[src/rtl/display_pack.sv]
// Nibble-write front end for the seven-segment display path.
// Producers write 4-bit digit codes into a shadow word, either at an explicit digit index or
// at the next sequential index. A commit copies the whole shadow word to dig_o in one step, so
// the display scanner never sees a partly written value.
module display_pack #(
    parameter logic [31:0] RESET_DIG = 32'h0000_0000
) (
    input  logic        clk_i,
    input  logic        rst_i,
    input  logic        wr_valid_i,
    output logic        wr_ready_o,
    input  logic        wr_seq_i,
    input  logic [2:0]  wr_num_i,
    input  logic [3:0]  wr_code_i,
    input  logic        commit_i,
    input  logic        clear_i,
    output logic [31:0] dig_o,
    output logic        dig_upd_o,
    output logic [2:0]  ptr_o
);

    typedef enum logic [1:0] {
        StIdle,
        StDirty,
        StCommit
    } state_e;

    state_e      state_q;
    logic [31:0] shadow_q;
    logic [31:0] dig_q;
    logic [2:0]  ptr_q;
    logic        wr_ready_q;
    logic        dig_upd_q;

    logic        wr_accept;
    logic [2:0]  wr_idx;
    logic [31:0] shadow_wr;
    logic        seq_accept;
    logic        auto_commit;
    logic        becomes_dirty;
    logic        go_commit;
    logic [31:0] shadow_d;
    logic [2:0]  ptr_d;

    // Decode this cycle's write/clear/commit request into shadow, pointer and commit intent.
    always_comb begin
        wr_accept  = wr_valid_i & wr_ready_q;
        wr_idx     = wr_seq_i ? ptr_q : wr_num_i;
        seq_accept = wr_accept & wr_seq_i;

        // Replace only the addressed nibble.
        shadow_wr = shadow_q;
        for (int i = 0; i < 8; i++) begin
            if (3'(i) == wr_idx) begin
                shadow_wr[4*i +: 4] = wr_code_i;
            end
        end

        // A clear wins over a write issued in the same cycle.
        if (clear_i) begin
            shadow_d = RESET_DIG;
            ptr_d    = 3'd0;
        end else if (wr_accept) begin
            shadow_d = shadow_wr;
            ptr_d    = seq_accept ? ptr_q + 3'd1 : ptr_q;
        end else begin
            shadow_d = shadow_q;
            ptr_d    = ptr_q;
        end

        // The eighth sequential nibble commits on its own; a clear cancels that write.
        auto_commit   = seq_accept & (ptr_q == 3'd7) & ~clear_i;
        becomes_dirty = (state_q == StDirty) | wr_accept | clear_i;
        // A commit with nothing pending (idle, no write, no clear) is dropped.
        go_commit     = becomes_dirty & (commit_i | auto_commit);
    end

    // Control FSM with registered outputs; reset discards pending data without an update pulse.
    always_ff @(posedge clk_i) begin
        if (rst_i) begin
            state_q    <= StIdle;
            shadow_q   <= RESET_DIG;
            dig_q      <= RESET_DIG;
            ptr_q      <= 3'd0;
            wr_ready_q <= 1'b1;
            dig_upd_q  <= 1'b0;
        end else begin
            unique case (state_q)
                StIdle, StDirty: begin
                    shadow_q  <= shadow_d;
                    ptr_q     <= ptr_d;
                    dig_upd_q <= 1'b0;
                    if (go_commit) begin
                        state_q    <= StCommit;
                        wr_ready_q <= 1'b0;
                    end else if (becomes_dirty) begin
                        state_q    <= StDirty;
                        wr_ready_q <= 1'b1;
                    end else begin
                        state_q    <= StIdle;
                        wr_ready_q <= 1'b1;
                    end
                end
                StCommit: begin
                    // Requests seen here are ignored; writes are held off by wr_ready_o.
                    dig_q      <= shadow_q;
                    dig_upd_q  <= 1'b1;
                    wr_ready_q <= 1'b1;
                    state_q    <= StIdle;
                end
                default: begin
                    state_q    <= StIdle;
                    wr_ready_q <= 1'b1;
                    dig_upd_q  <= 1'b0;
                end
            endcase
        end
    end

    assign wr_ready_o = wr_ready_q;
    assign dig_o      = dig_q;
    assign dig_upd_o  = dig_upd_q;
    assign ptr_o      = ptr_q;

endmodule

[config.mk]
export PLATFORM = sky130hd
export DESIGN_NAME = display_pack
export DESIGN_NICKNAME = d
export VERILOG_FILES = /design/src/rtl/display_pack.sv
export SDC_FILE = /design/constraint.sdc
export NUM_CORES = 1
export LEC_CHECK = 0
export CAP_MARGIN = 20
export CORE_ASPECT_RATIO = 1.25
export CORE_MARGIN = 2
export CORE_UTILIZATION = 49
export CTS_BUF_LIST = sky130_fd_sc_hd__clkbuf_8
export CTS_CLUSTER_SIZE = 8
export DETAILED_ROUTE_END_ITERATION = 8
export GPL_ROUTABILITY_DRIVEN = 0
export PLACE_DENSITY_LB_ADDON = 0.12
export SETUP_SLACK_MARGIN = 0.2
export SLEW_MARGIN = 20
export SYNTH_ARGS = -nofsm -noshare
export SYNTH_HDL_FRONTEND = slang
export SYNTH_SLANG_ARGS = --single-unit
export TNS_END_PERCENT = 30
[constraint.sdc]
create_clock -name clk_i -period 1.3 [get_ports clk_i]
set_input_delay 0.39 -clock clk_i [delete_from_list [all_inputs] [get_ports clk_i]]
set_output_delay 0.39 -clock clk_i [all_outputs]
set_load 0.05 [all_outputs]
==> summary.txt <==
STA
  – Number of slew-limit violations in the final report: 0
  – Unrepaired setup endpoints after global routing: yes
  – Clock period minus final worst setup slack: 1.34 ns
  – Final setup margin: -0.0414 ns
  – Final period util: 103%
  – Worst relative slew slack: 71.2%
  – Actual transition at the worst max-transition pin: 0.430 ns
  – Worst-case clock skew: 0.00664 ns
  – Setup TNS: -0.0655 ns
  – Peak Freq: 745 MHz
  – Count of final setup violators: 5
  – Final Hold Vio Count: 0
  – Hold Worst Slack: 0.465 ns

Routing
  – Average detailed-routed wire length per instance: 18.0 µm
  – First-iteration detailed-routing DRC count: 206
  – Remaining DRCs: 0
  – First drt pass iteration count: 4
  – Post-detailed-routing wire length: 7950 µm
  – Post-detailed-route via-to-cell ratio: 5.86
  – Overall via count from detail_route: 2586
  – Antenna Nets Post-Route: 0

Min path
  – HP Class: flip-flop to flip-flop
  – Launch point of the worst hold path: shadow_q[20]$_SDFFE_PP0P_
  – Hold Path Depth: 2
  – Hold Crit Endpoint: dig_o[20]$_SDFFE_PP0P_

Worst setup path
  – Capture instance of the worst register-to-register path: shadow_q[15]$_SDFFE_PP0P_
  – Critical path endpoint category: output port
  – Reg2Reg Setup Slack: -0.01 ns
  – Delay-heaviest family, CP: flip-flops
  – Number of buffers and inverters on the critical path: 2
  – CP Cell Sequence: buf_6, buf_12
  – Source of the worst register-to-register timing path: ptr_o[2]$_SDFFE_PP0P_
  – Worst reg2reg path depth: 3
  – Slowest stage cell, crit path: dfxtp_4
  – Type of the worst setup path: flip-flop to output port
  – Maximum fanout count along the critical path: 2
  – Signal arrival time at the worst endpoint: 0.95 ns
  – Largest stage delay, worst path: 0.35 ns
  – Worst setup SP type: flip-flop
  – Required time at the worst-slack endpoint: 0.91 ns

Synth
  – Average footprint of a synthesized cell: 9.49 µm²
  – Compound-cell area share of the yosys netlist: 19.5%
  – Post-synth EDFFs: 0
  – Cell variety after synth: 33
  – Post-synth net total: 320
  – Share of cell area taken by muxes after synthesis: 12.1%
  – Instance count of the mapped netlist: 305
  – Yosys top cell by area: dfxtp_1
  – Flop and latch count out of synthesis: 71
  – Proportion of synthesized flip-flops having asynchronous set or reset: 0%
  – Combinational family with the most area after synthesis: compound AO/OA/AOI/OAI gates
  – Top FF cell, synth: dfxtp_1
  – Fraction of the yosys area taken by sequential cells: 49.1%
  – Warning count from the yosys run: 0
  – XOR/XNOR share of the synthesized area: 0%
  – Synthesized-area fraction occupied by and/or/nand/nor cells: 14.7%
  – Adder-cell share of the synthesized area: 0.865%
  – Ranking of synthesized cells by area: dfxtp_1 49%, mux2i_1 11%, nand2_1 8.8%, o211ai_1 8.3%, a21oi_1 6.1%
  – Total standard cell area after synthesis: 0.00289 mm²
  – Proportion of netlist area held by the largest area contributor: 49.1%

Layout
  – Layout cell share with drive strength beyond 1: 53.6%
  – Number of inserted diodes: 0
  – Area growth from synthesis to final layout: 61.8%
  – Final nets: 386
  – Multi-input combinational cell area: 0.00173 mm²
  – Commonest non-fill, non-tap cells in the layout: 44 x buf_12, 36 x nand2_1, 33 x dfxtp_2, 33 x dfxtp_1
  – Most common cell after layout, fill and taps aside: buf_12
  – Sequential cell area in the final layout: 0.00148 mm²
  – Filler cell count: 316

Power and ir drop
  – Total power after layout: 4240 µW
  – Leakage power summed over all cells: 0.00193 µW
  – Power density over the cells: 906 mW/mm²
  – Max IR drop VDD: 647 µV

CTS
  – Clk pin slew, worst setup/hold paths: 0.07 ns
  – Clock buffer count from CTS: 9
  – TritonCTS clock tree: done
  – Number of H-tree levels: 3
  – TritonCTS sink count: 71
  – Clock root cell: clkbuf_8
  – Source-to-sink clock delay at the later pin of the worst-skew pair: 0.35 ns
  – Max Buffers Root-to-Sink: 2

Job
  – Count of max-cap constraint violations: 0

Global route
  – Largest net degree at the start of global routing: 37
  – Gr ovfl total: 0
  – Global-route usage over all layers: 24.7%
  – Global-route wire length before repair: 12500 µm
  – Initial antenna violation count: 0
  – Via count of the first global-routing pass: 2525

Floorplan
  – Horiz. Die Dim: 72.7 µm
  – Num ports: 50
  – Cell row count: 31
  – Core area: 0.00574 mm²
  – Height of the chip: 89.9 µm
  – Die Area: 0.00654 mm²
  – Initial core utilization: 50.4%

Placed design
  – Number of buffers added on ports: 49
  – Final HPWL DP: 4650 µm
  – Dpl ws: -0.699 ns

Outcome
  – Outcome: finished, violations left
  – Violations in the final reports: negative setup slack
metal layers:
layer	global-route usage, %	share of wire, %
met1	30.0	39
met5	0	0
met2	40.9	52
met4	11.4	3.3
met3	5.27	5.1
cell type report:
cell class,instances,share of cell area (%)
clock inverters,5,0.534
inverters,2,0.160
repair buffers,79,26.0
flip-flops and latches,71,31.6
well taps,66,1.76
multi-input cells,208,36.9
clock buffers,10,2.94
cell usage after synthesis (3+ instances only):
master / number
o21ai_0: 3
buf_1: 4
buf_2: 3
nor2_1: 4
mux2i_1: 32
a21oi_1: 35
nand2_1: 68
clkbuf_1: 16
dfxtp_1: 71
o211ai_1: 32
and3b_1: 3
o211ai_2: 4
flip-flops by register name (all words and copies together), names as in the netlist:
name / cells
dig_o: 32
dig_upd_o: 1
ptr_o: 3
shadow_q: 32
state_q: 2
wr_ready_o: 1
power by group:
part           leakage (µW)  switching, µW  internal [µW]  total [µW]
clock network     0.0000934            804            717        1520
logic               0.00124            300            220         520
registers          0.000593           18.7           2180        2200
total               0.00193           1120           3120        4240
per-stage QoR:
step                utilization (%)  area [µm²]  std cells
finish                         81.6        4680        441
global route                   81.6        4680        441
CTS                            79.7        4580        440
detailed placement             69.6        3990        419
global placement               69.6        3990        419
floorplan                         -        2940        305
how the worst max path moves through the flow:
stage | to | slack, ns | from | cells past startpoint
2_1_floorplan | shadow_q[12]$_SDFFE_PP0P_ | 0.01 | wr_seq_i | 4
3_3_place_gp | shadow_q[14]$_SDFFE_PP0P_ | -0.64 | wr_seq_i | 5
3_5_place_dp | shadow_q[15]$_SDFFE_PP0P_ | -0.70 | wr_seq_i | 5
4_1_cts | wr_ready_o | -0.04 | wr_ready_o$_SDFF_PP1_ | 2
5_1_grt | shadow_q[23]$_SDFFE_PP0P_ | -0.09 | wr_ready_o$_SDFF_PP1_ | 5
6_report | wr_ready_o | -0.04 | wr_ready_o$_SDFF_PP1_ | 2
worst register-to-register path, stage by stage, from the launching register on:
cell      delay [ns]
dfxtp_4         0.38
mux2_4          0.30
a211oi_4        0.34
mux2i_1         0.23
kinds of logic after synthesis:
kind of cell             Yosys count
AO/OA/AOI/OAI                     81
buffers and inverters             26
AND/OR/NAND/NOR                   91
multiplexers                      34
adder cells (fa/ha/maj)            2
flip-flops                        71
timing repair:
item | CTS | global route
cloned | 1 | 1
setup buffers | 5 | 0
pin swaps | 68 | 24
hold endpoints to repair | 0 | 0
hold buffers | 0 | 0
endpoints found under the setup margin | 108 | 108
gates resized for setup | 134 | 22
(Power assumes the default switching activity.)
